### config.mk
export PLATFORM = sky130hd
export DESIGN_NAME = csr_master_arbiter
export DESIGN_NICKNAME = d
export VERILOG_FILES = /design/src/rtl/csr_master_arbiter.sv
export SDC_FILE = /design/constraint.sdc
export NUM_CORES = 1
export LEC_CHECK = 0
export BUFFER_PORTS_ARGS = -buffer_cell sky130_fd_sc_hd__buf_2
export CORE_UTILIZATION = 25
export DETAILED_ROUTE_END_ITERATION = 8
export MAX_ROUTING_LAYER = met4
export PLACE_DENSITY = 0.51
export SYNTH_ARGS = -nofsm -noshare
export SYNTH_HDL_FRONTEND = slang
export SYNTH_SLANG_ARGS = --single-unit
### constraint.sdc
create_clock -name clk -period 1.65 [get_ports clk]
set_clock_uncertainty 0.05 [all_clocks]
set_input_delay 0.2475 -clock clk [delete_from_list [all_inputs] [get_ports clk]]
set_output_delay 0.2475 -clock clk [all_outputs]
set_load 0.005 [all_outputs]
### src/rtl/csr_master_arbiter.sv
// csr_master_arbiter: round-robin two-client CSR bus master with full request/ack/read-data sequencing.
module csr_master_arbiter #(parameter int TIMEOUT_CYCLES = 255) (
  input  logic        clk,
  input  logic        reset_n,
  input  logic [1:0]  client_req,
  input  logic [1:0]  client_read_not_write,
  input  logic [15:0] client0_select,
  input  logic [15:0] client1_select,
  input  logic [15:0] client0_address,
  input  logic [15:0] client1_address,
  input  logic [31:0] client0_wdata,
  input  logic [31:0] client1_wdata,
  output logic [1:0]  client_done,
  output logic        client_err,
  output logic [31:0] client_rdata,
  output logic        csr_request__valid,
  output logic        csr_request__read_not_write,
  output logic [15:0] csr_request__select,
  output logic [15:0] csr_request__address,
  output logic [31:0] csr_request__data,
  input  logic        csr_response__ack,
  input  logic        csr_response__read_data_valid,
  input  logic [31:0] csr_response__read_data
);
  localparam logic [1:0] IDLE = 2'd0, REQ = 2'd1, DATA = 2'd2, DONE = 2'd3;
  logic [1:0] state;
  logic grant, last_grant, win, fin_ok, fin_to, timeout;
  assign win = &client_req ? ~last_grant : client_req[1];
  assign fin_ok = state == DATA && (csr_request__read_not_write ? csr_response__read_data_valid : !csr_response__ack);
  assign fin_to = timeout && !fin_ok && !(state == REQ && csr_response__ack);
`ifdef CSR_MASTER_ARBITER_TIMEOUT_EN
  logic [7:0] cnt;
  assign timeout = (state == REQ || state == DATA) && cnt == 8'(TIMEOUT_CYCLES - 1);
  always_ff @(posedge clk or negedge reset_n)
    if (!reset_n) cnt <= '0;
    else cnt <= (state == IDLE || (state == REQ && csr_response__ack)) ? '0 : cnt + 8'd1;
`else
  assign timeout = 1'b0;
`endif
  always_ff @(posedge clk or negedge reset_n)
    if (!reset_n) begin
      state <= IDLE;
      grant <= 1'b0;
      last_grant <= 1'b1;
      client_done <= '0;
      client_err <= 1'b0;
      client_rdata <= '0;
      csr_request__valid <= 1'b0;
      csr_request__read_not_write <= 1'b0;
      csr_request__select <= '0;
      csr_request__address <= '0;
      csr_request__data <= '0;
    end else begin
      client_done <= '0;
      client_err <= 1'b0;
      case (state)
        IDLE: if (|client_req) begin
          state <= REQ;
          grant <= win;
          last_grant <= win;
          csr_request__valid <= 1'b1;
          csr_request__read_not_write <= client_read_not_write[win];
          csr_request__select <= win ? client1_select : client0_select;
          csr_request__address <= win ? client1_address : client0_address;
          csr_request__data <= win ? client1_wdata : client0_wdata;
        end
        REQ: if (csr_response__ack) begin
          csr_request__valid <= 1'b0;
          state <= DATA;
        end
        DONE: state <= IDLE;
        default: ;
      endcase
      if (fin_ok || fin_to) begin
        state <= DONE;
        csr_request__valid <= 1'b0;
        client_done <= {grant, ~grant};
        client_err <= fin_to;
        if (csr_request__read_not_write) client_rdata <= fin_to ? '1 : csr_response__read_data;
      end
    end
endmodule

After elaboration in Yosys (flattened, before gate mapping) --
Cells that the tools add are included.
Word-level totals: register bits 104, input port bits 168, output and inout port bits 101, logic and storage cells 45
Operators by class: magnitude comparators 1, equality and inequality tests 5, multiplexer cells 16, bitwise gates (word level) 2, reductions and logical operators 11
Operators by type and width (count):
- two-way mux 16 bit | 2
- two-way mux 32 bit | 1
- two-way mux 2 bit | 4
- two-way mux 1 bit | 7
- inequality test 3 bit, second input constant | 2
- one-hot mux 2 bit (3 select lines) | 1
- AND reduction 2 bit | 3
- AND reduction 3 bit | 2
- equality test 2 bit, second input constant | 2
- nonzero test 4 bit | 1
- nonzero test 3 bit | 1
- equality test 2 x 1 -> 1 bit, second input constant | 1
- zero test 2 bit | 1
- < comparator 1 x 2 -> 1 bit, second input constant | 1
- NOT 1 bit | 2
- one-hot mux 1 bit (2 select lines) | 1
- OR reduction 2 bit | 1
- logical AND 1 bit | 1
- zero test 1 bit | 1

Depth between registers and ports, before layout --
word-level depth 5, depth in mapped cells 7

Least setup slack after synthesis --
No wires, ideal clock.
path type register -> register, start reg last_grant, end reg csr_request__address[13], library setup time 0.081 ns, arrival time 1.333 ns, slack 0.186 ns, cell stages (with the launch flop) 6, clock period less this slack 1.464 ns, cell sequence dfstp_2 -> a21bo_2 -> buf_2 -> clkbuf_1 -> nand2_1 -> a31oi_2
Between the ends: longest elaborated chain between the ends 3
RTL lines:
- from (decl) | line 27 | logic grant, last_grant, win, fin_ok, fin_to, timeout;
- from (signal assigned) | line 60 | last_grant <= win;
- NOT 1 bit | line 28 | assign win = &client_req ? ~last_grant : client_req[1];
- two-way mux 1 bit | line 28
- two-way mux 16 bit | line 64 | csr_request__address <= win ? client1_address : client0_address;
- to (signal assigned) | line 64
- to (decl) | line 19 | output logic [15:0] csr_request__address,
No other way between the ends. A chain may end at the register's enable or synchronous reset.

Worst setup path in the final report --
start reg state[1], end reg client_rdata[22]
Between the ends: longest elaborated chain between the ends 3
RTL lines:
- from (decl) | line 26 | logic [1:0] state;
- from (signal assigned) | line 42 | state <= IDLE;
- from (signal assigned) | line 58 | state <= REQ;
- from (signal assigned) | line 69 | state <= DATA;
- equality test 2 bit | line 29 | assign fin_ok = state == DATA && (csr_request__read_not_write ? csr_response__read_data_valid : !csr_response_ ...
- logical AND 1 bit | line 29
- AND reduction 2 bit (no line)
- to (signal assigned) | line 79 | if (csr_request__read_not_write) client_rdata <= fin_to ? '1 : csr_response__read_data;
- to (decl) | line 15 | output logic [31:0] client_rdata,
No other way between the ends.

==> impl_results.md <==
- Yosys cell types: 27
- DIE WIDTH: 139.5 um
- WS Path Type: flip-flop to flip-flop
- Worst-Skew Late Latency: 340 ps
- Clock sink count: 104
- I/O Pins: 269
- Leakage: 3.208 nW
- Routability cong.: 0.7412
- Worst min-delay path endpoint: state[0]
- Final nets: 886
- CP endpoint kind: flip-flop
- # fillers: 1,916
- Fraction of layout cells with a size suffix above 1: 0.5076
- Syn Std Cell Area: 0.004726 mm2
- Worst Hold Launch: csr_response__ack
- First-pass GRT wire length: 23.39 mm
- Crit-path leading delay family: flip-flops
- Via density per instance: 4.617
- R2R setup slack: 150 ps
- Hold Buf Count CTS: 1
- CTS max path bufs: 2
- Sequential area share after synthesis: 0.5510
- Post-CTS setup buffer count: 0
- HP Class: input pin to flip-flop
- CP required: 1830 ps
- Final Hold Viols: 0
- Final Cell Area: 0.006704 mm2
- Worst Reg2Reg Path Length in Cells: 4
- Final HPWL DP: 10.72 mm
- Initial Utilization: 0.2587
- Total GRT Usage: 0.1595
- Wire per inst: 15.73 um
- Ys flop type: dfrtp_1
- Hold Path Depth: 2
- Worst Path Arrival: 1680 ps
- Fmax: 667.5 MHz
- Vias in the first global route: 4,357
- Largest net degree at the start of global routing: 39
- Final min period: 1498 ps
- Ant diodes: 0
- Total gr overflow: 0
- Die Y: 139.5 um
- Placed Area: 0.006421 mm2
- Setup TNS: 0 ps
- Max VDD drop: 0.0006696 V
- P per Cell Area: 1715 mW/mm2
- Post-cts resize count: 0
- Reg-to-Reg Start: state[1]
- Syn Nets: 630
- Htree depth: 3
- DR iter-0 viols: 193
- Max cap viols: 0
- Drt pass-1 iters: 6
- Mapped Cells: 462
- Post-synth EDFFs: 0
- Die area: 0.01946 mm2
- Syn. warnings: 0
- Crit-path slowest cell: dfrtp_1
- Vias: 4,395
- CTS tree: done
- Pins Over Slew Limit: 0
- CP peak stage delay: 440 ps
- Syn Area/Cell: 10.23 um2
- Drt total wl: 14.97 mm
- Core ar.: 0.01827 mm2
- Asr flop ratio synth: 1.000
- Status: finished clean
- CTS Buf Count: 9
- Rows: 49
- Antenna violations before repair: 0
- Critical path buffers and inverters: 1
- Tcrit/Tclk final: 0.9080
- RSZ-0062 raised after global routing: no
- Antenna viol nets, final: 0
- Critical path depth: 4
- Critical path cell sequence: nor2b_1 > nand2_1 > buf_12 > mux2_2
- I/O Buffers: 267
- Worst setup SP type: flip-flop
- Area growth syn-to-layout: 41.86%
- Final setup violation count: 0
- Reg2Reg Capture Point: client_rdata[22]
- CP max FO: 32
- Root buffer cell: clkbuf_16
- Synth Register Bits: 104
- Reg clk slew, reported paths: 70 ps
- DRC Markers: 0
-- cell usage in the layout (no fill, tap or decap), drive strengths merged, types with 4 or more instances in the layout --
cell type,netlist,routed
buf,23,285
a31oi,66,66
clkinv,0,4
a21oi,66,66
nor2,5,5
clkbuf,18,9
dfrtp,103,103
mux2,32,32
nand2,132,132
-- state kept, by name, indices dropped and copies added (netlist names) --
name and cells:
csr_request__data 32, csr_request__read_not_write 1, csr_request__select 16, csr_request__valid 1, csr_request__address 16, grant 1
client_rdata 32, state 2, last_grant 1, client_done 2
-- how the worst max path moves through the flow --
stage               startpoint                  endpoint  slack, ps
floorplan           last_grant  csr_request__address[13]        190
global placement      state[1]          client_rdata[23]        150
detailed placement    state[1]           client_rdata[2]        140
CTS                   state[1]          client_rdata[30]        140
global route          state[1]           client_rdata[5]         30
finish                state[1]          client_rdata[22]        150
-- report_power, final --
| group | switching (mW) | leakage (nW) | internal, mW |
|---|---|---|---|
| clock network | 0.995 | 0.132 | 1.02 |
| logic | 2.53 | 1.88 | 2.45 |
| registers | 0.658 | 1.20 | 3.84 |
| total | 4.18 | 3.21 | 7.32 |
-- metrics by stage --
stage,instances,worst slack [ps],utilization,hold WS (ps),total power [mW]
5_1_grt,952,26.32,0.3669,61.37,12.41
3_3_place_gp,935,148.8,0.3515,121.6,9.595
3_5_place_dp,935,142.7,0.3515,122.0,9.629
4_1_cts,952,138.4,0.3669,48.28,11.72
2_1_floorplan,462,185.7,-,-98.09,7.263
6_report,952,151.9,0.3669,67.40,11.50
-- cells in the mapped netlist (2+ instances only) --
library cell    n  share of area
buf_1           3         0.0024
nor2_1          5         0.0040
a31oi_1        36          0.048
nand2b_1        2         0.0026
dfrtp_1       103           0.55
a21oi_1        66          0.070
nand2_1       132           0.10
mux2_1          2         0.0048
clkbuf_1       18          0.014
buf_2          13          0.014
buf_6           4         0.0095
mux2_2         30          0.071
and2_1          2         0.0026
o21ai_0         2         0.0021
a31oi_2        30          0.079
buf_4           3         0.0048
-- cells by family after synthesis --
logic type      count (synthesis)  synth area share
mux                            32           0.07625
flops                         104            0.5510
simple gates                  145            0.1199
buf+inv                        42           0.04554
other cells                     1         0.0007935
compound gates                138            0.2065
-- area by class of cell --
class                      count  area, um2  area share
sequential                   104       2604      0.3884
inverter                       1      3.754   0.0005599
clock buffer                   9      225.2     0.03359
timing repair buffer         286       1609      0.2400
clock inverter                 7      47.55    0.007092
multi-input combinational    316       1928      0.2876
tap                          229      286.5     0.04274
-- worst reg2reg max path: cells and delay by family, from the launching register on --
kind	cells	cell delay (ps)
mux	1	370
buf+inv	1	220
simple gates	2	310
flops	1	440
-- per-layer routing --
layer,vias up,wire [um],share of wire,track usage
met1,2081,6404,0.43,0.1928
met4,0,237,0.016,0.05439
met5,-,0,0,-
li1,2123,-,-,-
met3,17,937,0.063,0.03269
met2,174,7392,0.49,0.2642
Note: power is estimated with default switching activity, not from simulation.
